File: config.mk
export PLATFORM = sky130hd
export DESIGN_NAME = matb_col_reader
export DESIGN_NICKNAME = d
export VERILOG_FILES = /design/src/rtl/matb_col_reader.sv
export SDC_FILE = /design/constraint.sdc
export NUM_CORES = 1
export LEC_CHECK = 0
export CAP_MARGIN = 15
export CORE_MARGIN = 4
export CORE_UTILIZATION = 26
export DETAILED_ROUTE_END_ITERATION = 7
export SYNTH_ARGS = -nofsm -noshare
export SYNTH_HDL_FRONTEND = slang
export SYNTH_SLANG_ARGS = --single-unit
export TNS_END_PERCENT = 5
File: constraint.sdc
create_clock -name clk -period 2.37 [get_ports clk]
set_clock_uncertainty 0.15 [all_clocks]
set_input_delay 0.5925 -clock clk [delete_from_list [all_inputs] [get_ports clk]]
set_output_delay 0.5925 -clock clk [all_outputs]
set_load 0.02 [all_outputs]
File: src/rtl/matb_col_reader.sv
// Streams matrix B out of BRAM column by column, N passes, over valid/ready.
// Issue is throttled so every in-flight read always has a FIFO slot waiting for it.
module matb_col_reader #(
    parameter int N    = 2,
    parameter int P    = 4,
    parameter int M    = 3,
    parameter int AW   = 8,
    parameter int DW   = 32,
    parameter int BASE = 0,
    parameter int FD   = 4
) (
    input  logic          clk,
    input  logic          reset,
    input  logic          wr_done,
    input  logic          start,
    output logic [AW-1:0] addrb,
    input  logic [DW-1:0] doutb,
    output logic          m_valid,
    input  logic          m_ready,
    output logic [DW-1:0] m_data,
    output logic [7:0]    m_k,
    output logic [7:0]    m_col,
    output logic [7:0]    m_pass,
    output logic          m_last_k,
    output logic          m_last,
    output logic          busy,
    output logic          done
);
    localparam int PW = $clog2(N + 1);
    localparam int MW = $clog2(M + 1);
    localparam int KW = $clog2(P + 1);
    localparam int FW = (FD > 1) ? $clog2(FD) : 1;
    localparam int OW = $clog2(FD + 1);
    localparam logic [AW-1:0] BASEA = AW'(BASE);
    localparam logic [AW-1:0] STEP  = AW'(M);

    generate
        if ((longint'(BASE) + longint'(P) * longint'(M) - 1) >= (longint'(1) << AW)) begin : gBadAddr
            $error("matb_col_reader: B does not fit in the BRAM address space");
        end
        if (N < 1 || P < 1 || M < 1) begin : gBadDims
            $error("matb_col_reader: N, P and M must all be at least 1");
        end
    endgenerate

    typedef enum logic [1:0] {IDLE, RUN, DRAIN} state_t;

    typedef struct packed {
        logic [PW-1:0] p;
        logic [MW-1:0] c;
        logic [KW-1:0] k;
        logic          lastK;
        logic          last;
    } tag_t;

    typedef struct packed {
        logic [DW-1:0] data;
        tag_t          tag;
    } beat_t;

    state_t        state;
    logic [PW-1:0] pCnt;
    logic [MW-1:0] cCnt;
    logic [KW-1:0] kCnt;
    logic [AW-1:0] nxtAddr;
    logic          startPend;
    logic [1:0]    vldPipe;
    tag_t          tagPipe [2];
    beat_t         fifo [FD];
    logic [FW-1:0] wrPtr, rdPtr;
    logic [OW-1:0] occ;

    logic  isLast, room, go, issue, pop;
    tag_t  curTag;
    beat_t head;

    function automatic logic [FW-1:0] ptrInc(input logic [FW-1:0] x);
        return (x == FW'(FD - 1)) ? '0 : x + FW'(1);
    endfunction

    assign isLast = (pCnt == PW'(N - 1)) && (cCnt == MW'(M - 1)) && (kCnt == KW'(P - 1));
    assign curTag = '{p: pCnt, c: cCnt, k: kCnt, lastK: (kCnt == KW'(P - 1)), last: isLast};
    // Occupancy plus outstanding reads bounds the FIFO, so data arriving from BRAM is never dropped.
    assign room   = (int'(occ) + int'(vldPipe[0]) + int'(vldPipe[1])) < FD;
    assign go     = (start | startPend) & wr_done;
    assign issue  = (state == IDLE) ? go : ((state == RUN) && room);
    assign pop    = m_valid & m_ready;

    assign head     = fifo[rdPtr];
    assign m_valid  = (occ != '0);
    assign m_data   = head.data;
    assign m_k      = 8'(head.tag.k);
    assign m_col    = 8'(head.tag.c);
    assign m_pass   = 8'(head.tag.p);
    assign m_last_k = head.tag.lastK;
    assign m_last   = head.tag.last;

    always_ff @(posedge clk or negedge reset) begin
        if (!reset) begin
            state      <= IDLE;
            pCnt       <= '0;
            cCnt       <= '0;
            kCnt       <= '0;
            nxtAddr    <= BASEA;
            addrb      <= BASEA;
            startPend  <= 1'b0;
            vldPipe    <= '0;
            tagPipe[0] <= '0;
            tagPipe[1] <= '0;
            busy       <= 1'b0;
            done       <= 1'b0;
        end else begin
            done       <= 1'b0;
            vldPipe    <= {vldPipe[0], issue};
            tagPipe[1] <= tagPipe[0];
            if (issue) begin
                tagPipe[0] <= curTag;
                addrb      <= nxtAddr;
                if (kCnt == KW'(P - 1)) begin
                    kCnt <= '0;
                    if (cCnt == MW'(M - 1)) begin
                        cCnt    <= '0;
                        pCnt    <= isLast ? '0 : pCnt + PW'(1);
                        nxtAddr <= BASEA;
                    end else begin
                        cCnt    <= cCnt + MW'(1);
                        nxtAddr <= BASEA + AW'(cCnt) + AW'(1);
                    end
                end else begin
                    kCnt    <= kCnt + KW'(1);
                    nxtAddr <= nxtAddr + STEP;
                end
            end
            case (state)
                IDLE: begin
                    if (go) begin
                        state     <= isLast ? DRAIN : RUN;
                        busy      <= 1'b1;
                        startPend <= 1'b0;
                    end else if (start) begin
                        startPend <= 1'b1;
                    end
                end
                RUN: begin
                    if (issue && isLast) state <= DRAIN;
                end
                DRAIN: begin
                    if (vldPipe == 2'b00 && (occ == '0 || (occ == OW'(1) && pop))) begin
                        state <= IDLE;
                        busy  <= 1'b0;
                        done  <= 1'b1;
                    end
                end
                default: state <= IDLE;
            endcase
        end
    end

    always_ff @(posedge clk or negedge reset) begin
        if (!reset) begin
            for (int i = 0; i < FD; i++) fifo[i] <= '0;
            wrPtr <= '0;
            rdPtr <= '0;
            occ   <= '0;
        end else begin
            if (vldPipe[1]) begin
                fifo[wrPtr] <= '{data: doutb, tag: tagPipe[1]};
                wrPtr       <= ptrInc(wrPtr);
            end
            if (pop) rdPtr <= ptrInc(rdPtr);
            occ <= occ + OW'(vldPipe[1]) - OW'(pop);
        end
    end
endmodule

==> metrics.txt <==
outcome finished, violations left; failing checks negative setup slack; NumNets Final 787; Seq/Total Area, Yosys 57.44%; clock sinks 219; largest net degree at the start of global routing 67; clock latency on the worst-skew pair 0.53 ns; Post-synth top flop dfrtp_1; distinct cell type count after synthesis 44; Min Clock Period, post-route 2.687 ns; total CTS buffers 26; Initial Utilization 26.56%; clock power share 22.1%; setup ws final -0.3165 ns; top cell type by total area after synthesis dfrtp_1; Final Hold Fails 0; sw power 0.006301 W; slowest stage cell on the critical path dfrtp_4; Reg clk slew, reported paths roughly 0.060 ns; routability cong. ~0.72; Pleak 5.238 nW; Syn-to-layout area delta 26.32%; Slew @ Worst Pin 0.5824 ns; initial antenna violation count 0; Vias approximately 5,400; # DRC 0; Max clock buf depth 3; fin cells 1,213; Overflow after GRT 0; Final setup violation count between 40 and 50; vias in the first global route 5,900; Die Wd between 150 and 200 um; Root Driver clkbuf_16; first-pass GRT wire length around 33 mm; max cap viols 0; CP Max Fanout 8; CTS tree done; achievable frequency 372.2 MHz; Slew Limit Fails 0; initial DRC count 190; wire per inst 17.04 um; Slew headroom 61.17%; top cells by area, synth dfrtp_1, mux2_2, mux4_2; met2 Resource Use GR 16.69%; Total GRT Usage 10.45%; cell area after synthesis 9540 um2; grt peak-use layer met2; Worst Path Arrival 1.94 ns; Hold Path Class reg -> reg; Avg Cell Area, Syn 15.49 um2; Flop pwr share 34.1%; Setup crit end kind primary output; Startpoint Class flip-flop; CP Data Required Time 1.63 ns; Combinational Power Share a little over two fifths; I/O Pins roughly 110; drt total wl 20.68 mm; Placed Cells 1,166; DIE AREA 39,820 um2; htree depth 1; fraction of layout cells with a size suffix above 1 47.61%; die height 199.6 um; Setup WS pre-CTS -0.1608 ns; DPL Wire Length 13.07 mm; PwrDens 1568 nW/um2; Fin Hold WS around 0.22 ns; Post-synth EDFFs 0; Routed Antenna Nets 0; core area 35,910 um2; RSZ-0062 raised after global routing yes; Synth top area share 57.44%; GR met1 Demand/Resource 14.64%; Yosys Warn Count 0; Max stage delay on crit path approximately 0.53 ns; FP Rows 69; Sw Share 33.33%; Final period util 113.4%; post-synthesis instance total 616; flops & latches, synth between 200 and 250; Inserted Diodes 0; crit-path cells buf_6, mux4_2, buf_2; Via-to-Cell Ratio 4.460; Post-synth ARST share 100.0%; Int Power 0.01260 W; GR met3 Demand/Resource 2.445%; first-pass detailed-route iteration total 4; I/O Buffers 88; Setup CP Type reg -> out; Max IR drop VDD 0.6200 mV
-- cell families (layout without fill, tap and decap cells) --
family	Yosys count	after routing	share of synthesized area [%]
XOR/XNOR	2	2	0.1836
AO/OA/AOI/OAI	37	37	2.689
adder cells (fa/ha/maj)	13	13	1.784
AND/OR/NAND/NOR	49	49	2.636
flip-flops	219	219	57.44
multiplexers	228	228	31.74
other	1	17	0.03931
buffers and inverters	67	187	3.489
-- layout make-up --
class,count,area (um2)
inverters,17,63.81
multi-input cells,346,3805
flip-flops and latches,219,5485
repair buffers,127,1221
well taps,461,576.8
fillers,3550,23860
clock buffers,33,706.9
clock inverters,10,192.7
-- through the flow --
step                utilization [%]  instance area [um2]  setup TNS (ns)  total power [W]
finish                        33.56                12050          -11.66          0.01890
CTS                           33.54                12040          -13.19          0.01922
detailed placement            31.35                11260          -7.485          0.01539
floorplan                         -                 9600               0          0.01200
global route                  33.56                12050          -15.20          0.02017
global placement              31.35                11260          -8.311          0.01518
-- power groups by stage --
stage          Clock, W  Sequential, W  Combinational, W
6_report        0.00417        0.00645           0.00828
2_1_floorplan         0        0.00619           0.00581
5_1_grt         0.00450        0.00669           0.00899
3_3_place_gp          0        0.00645           0.00873
3_5_place_dp          0        0.00651           0.00888
4_1_cts         0.00434        0.00645           0.00843
-- metal layers --
| metal | wire (um) | up-vias |
|---|---|---|
| met5 | 0 | - |
| met3 | 1044 | 29 |
| met2 | 9712 | 94 |
| met1 | 9603 | 2816 |
| li1 | - | 2471 |
| met4 | 314 | 0 |
-- cell usage in the layout (no fill, tap or decap), types with 2 or more instances in the layout --
cell type	n
clkinv_2	2
mux4_2	41
xnor2_1	2
and3_1	2
clkbuf_8	3
inv_1	17
nor2_1	12
a21o_1	2
nand3_1	2
buf_6	8
nor3_1	4
conb_1	17
clkbuf_1	4
nand2_2	5
dfrtp_1	217
bufinv_16	5
ha_1	12
nand2_1	9
clkbuf_16	27
a21oi_1	4
a32o_1	4
o21ai_0	16
nor2b_1	2
buf_2	36
buf_12	15
o2111ai_1	2
buf_4	20
nor3b_1	4
mux2_2	186
clkdlybuf4s50_1	45
-- critical path: cells and delay by family, from the launching register on --
family,cells,cell delay [ns]
buffers and inverters,2,0.38
muxes,1,0.51
DFF,1,0.53
-- flip-flops by register name, summed over array words and instances, names as in the netlist --
signal	cells
fifo	164
tagPipe	18
addrb	8
nxtAddr	8
kCnt	3
occ	3
cCnt	2
pCnt	2
rdPtr	2
state	2
vldPipe	2
wrPtr	2
busy	1
done	1
startPend	1
-- path summary, 6_finish.rpt --
check / endpoint / slack [ns] / startpoint / cells after the start
setup / recovery: m_data[15] / -0.32 / rdPtr[0]$_DFFE_PN0P_ / 3
hold / removal: tagPipe[3]$_DFF_PN0_ / 0.22 / tagPipe[12]$_DFFE_PN0N_ / 0
setup reg to reg: occ[2]$_DFF_PN0_ / 0.14 / occ[1]$_DFF_PN0_ / 8
hold reg to reg: tagPipe[3]$_DFF_PN0_ / 0.22 / tagPipe[12]$_DFFE_PN0N_ / 0
max in group asynchronous: fifo[15]$_DFFE_PN0P_ / 0.95 / reset / 3
min in group asynchronous: fifo[77]$_DFFE_PN0P_ / 0.47 / reset / 2
-- synth_stat cells (2+ instances only) --
library cell,number
nor2b_1,2
buf_2,5
xnor2_1,2
nor2_1,12
dfrtp_1,219
mux2_2,186
a32o_1,4
ha_1,12
nand3_1,2
buf_4,18
clkbuf_1,10
nor3b_1,4
inv_1,17
and3_1,2
a21oi_1,4
a21o_1,2
buf_1,16
mux4_2,41
nor3_1,4
o21ai_0,16
o2111ai_1,2
nand2_1,14
-- what timing repair did --
| item | CTS | global route |
|---|---|---|
| hold buffers | 1 | 0 |
| setup buffers | 2 | 0 |
| endpoints found under the setup margin | 42 | 42 |
| gates cloned | 1 | 1 |
| hold endpoints to repair | 58 | 0 |
| gates resized for setup | 170 | 17 |
Note: power is estimated with default switching activity, not from simulation.
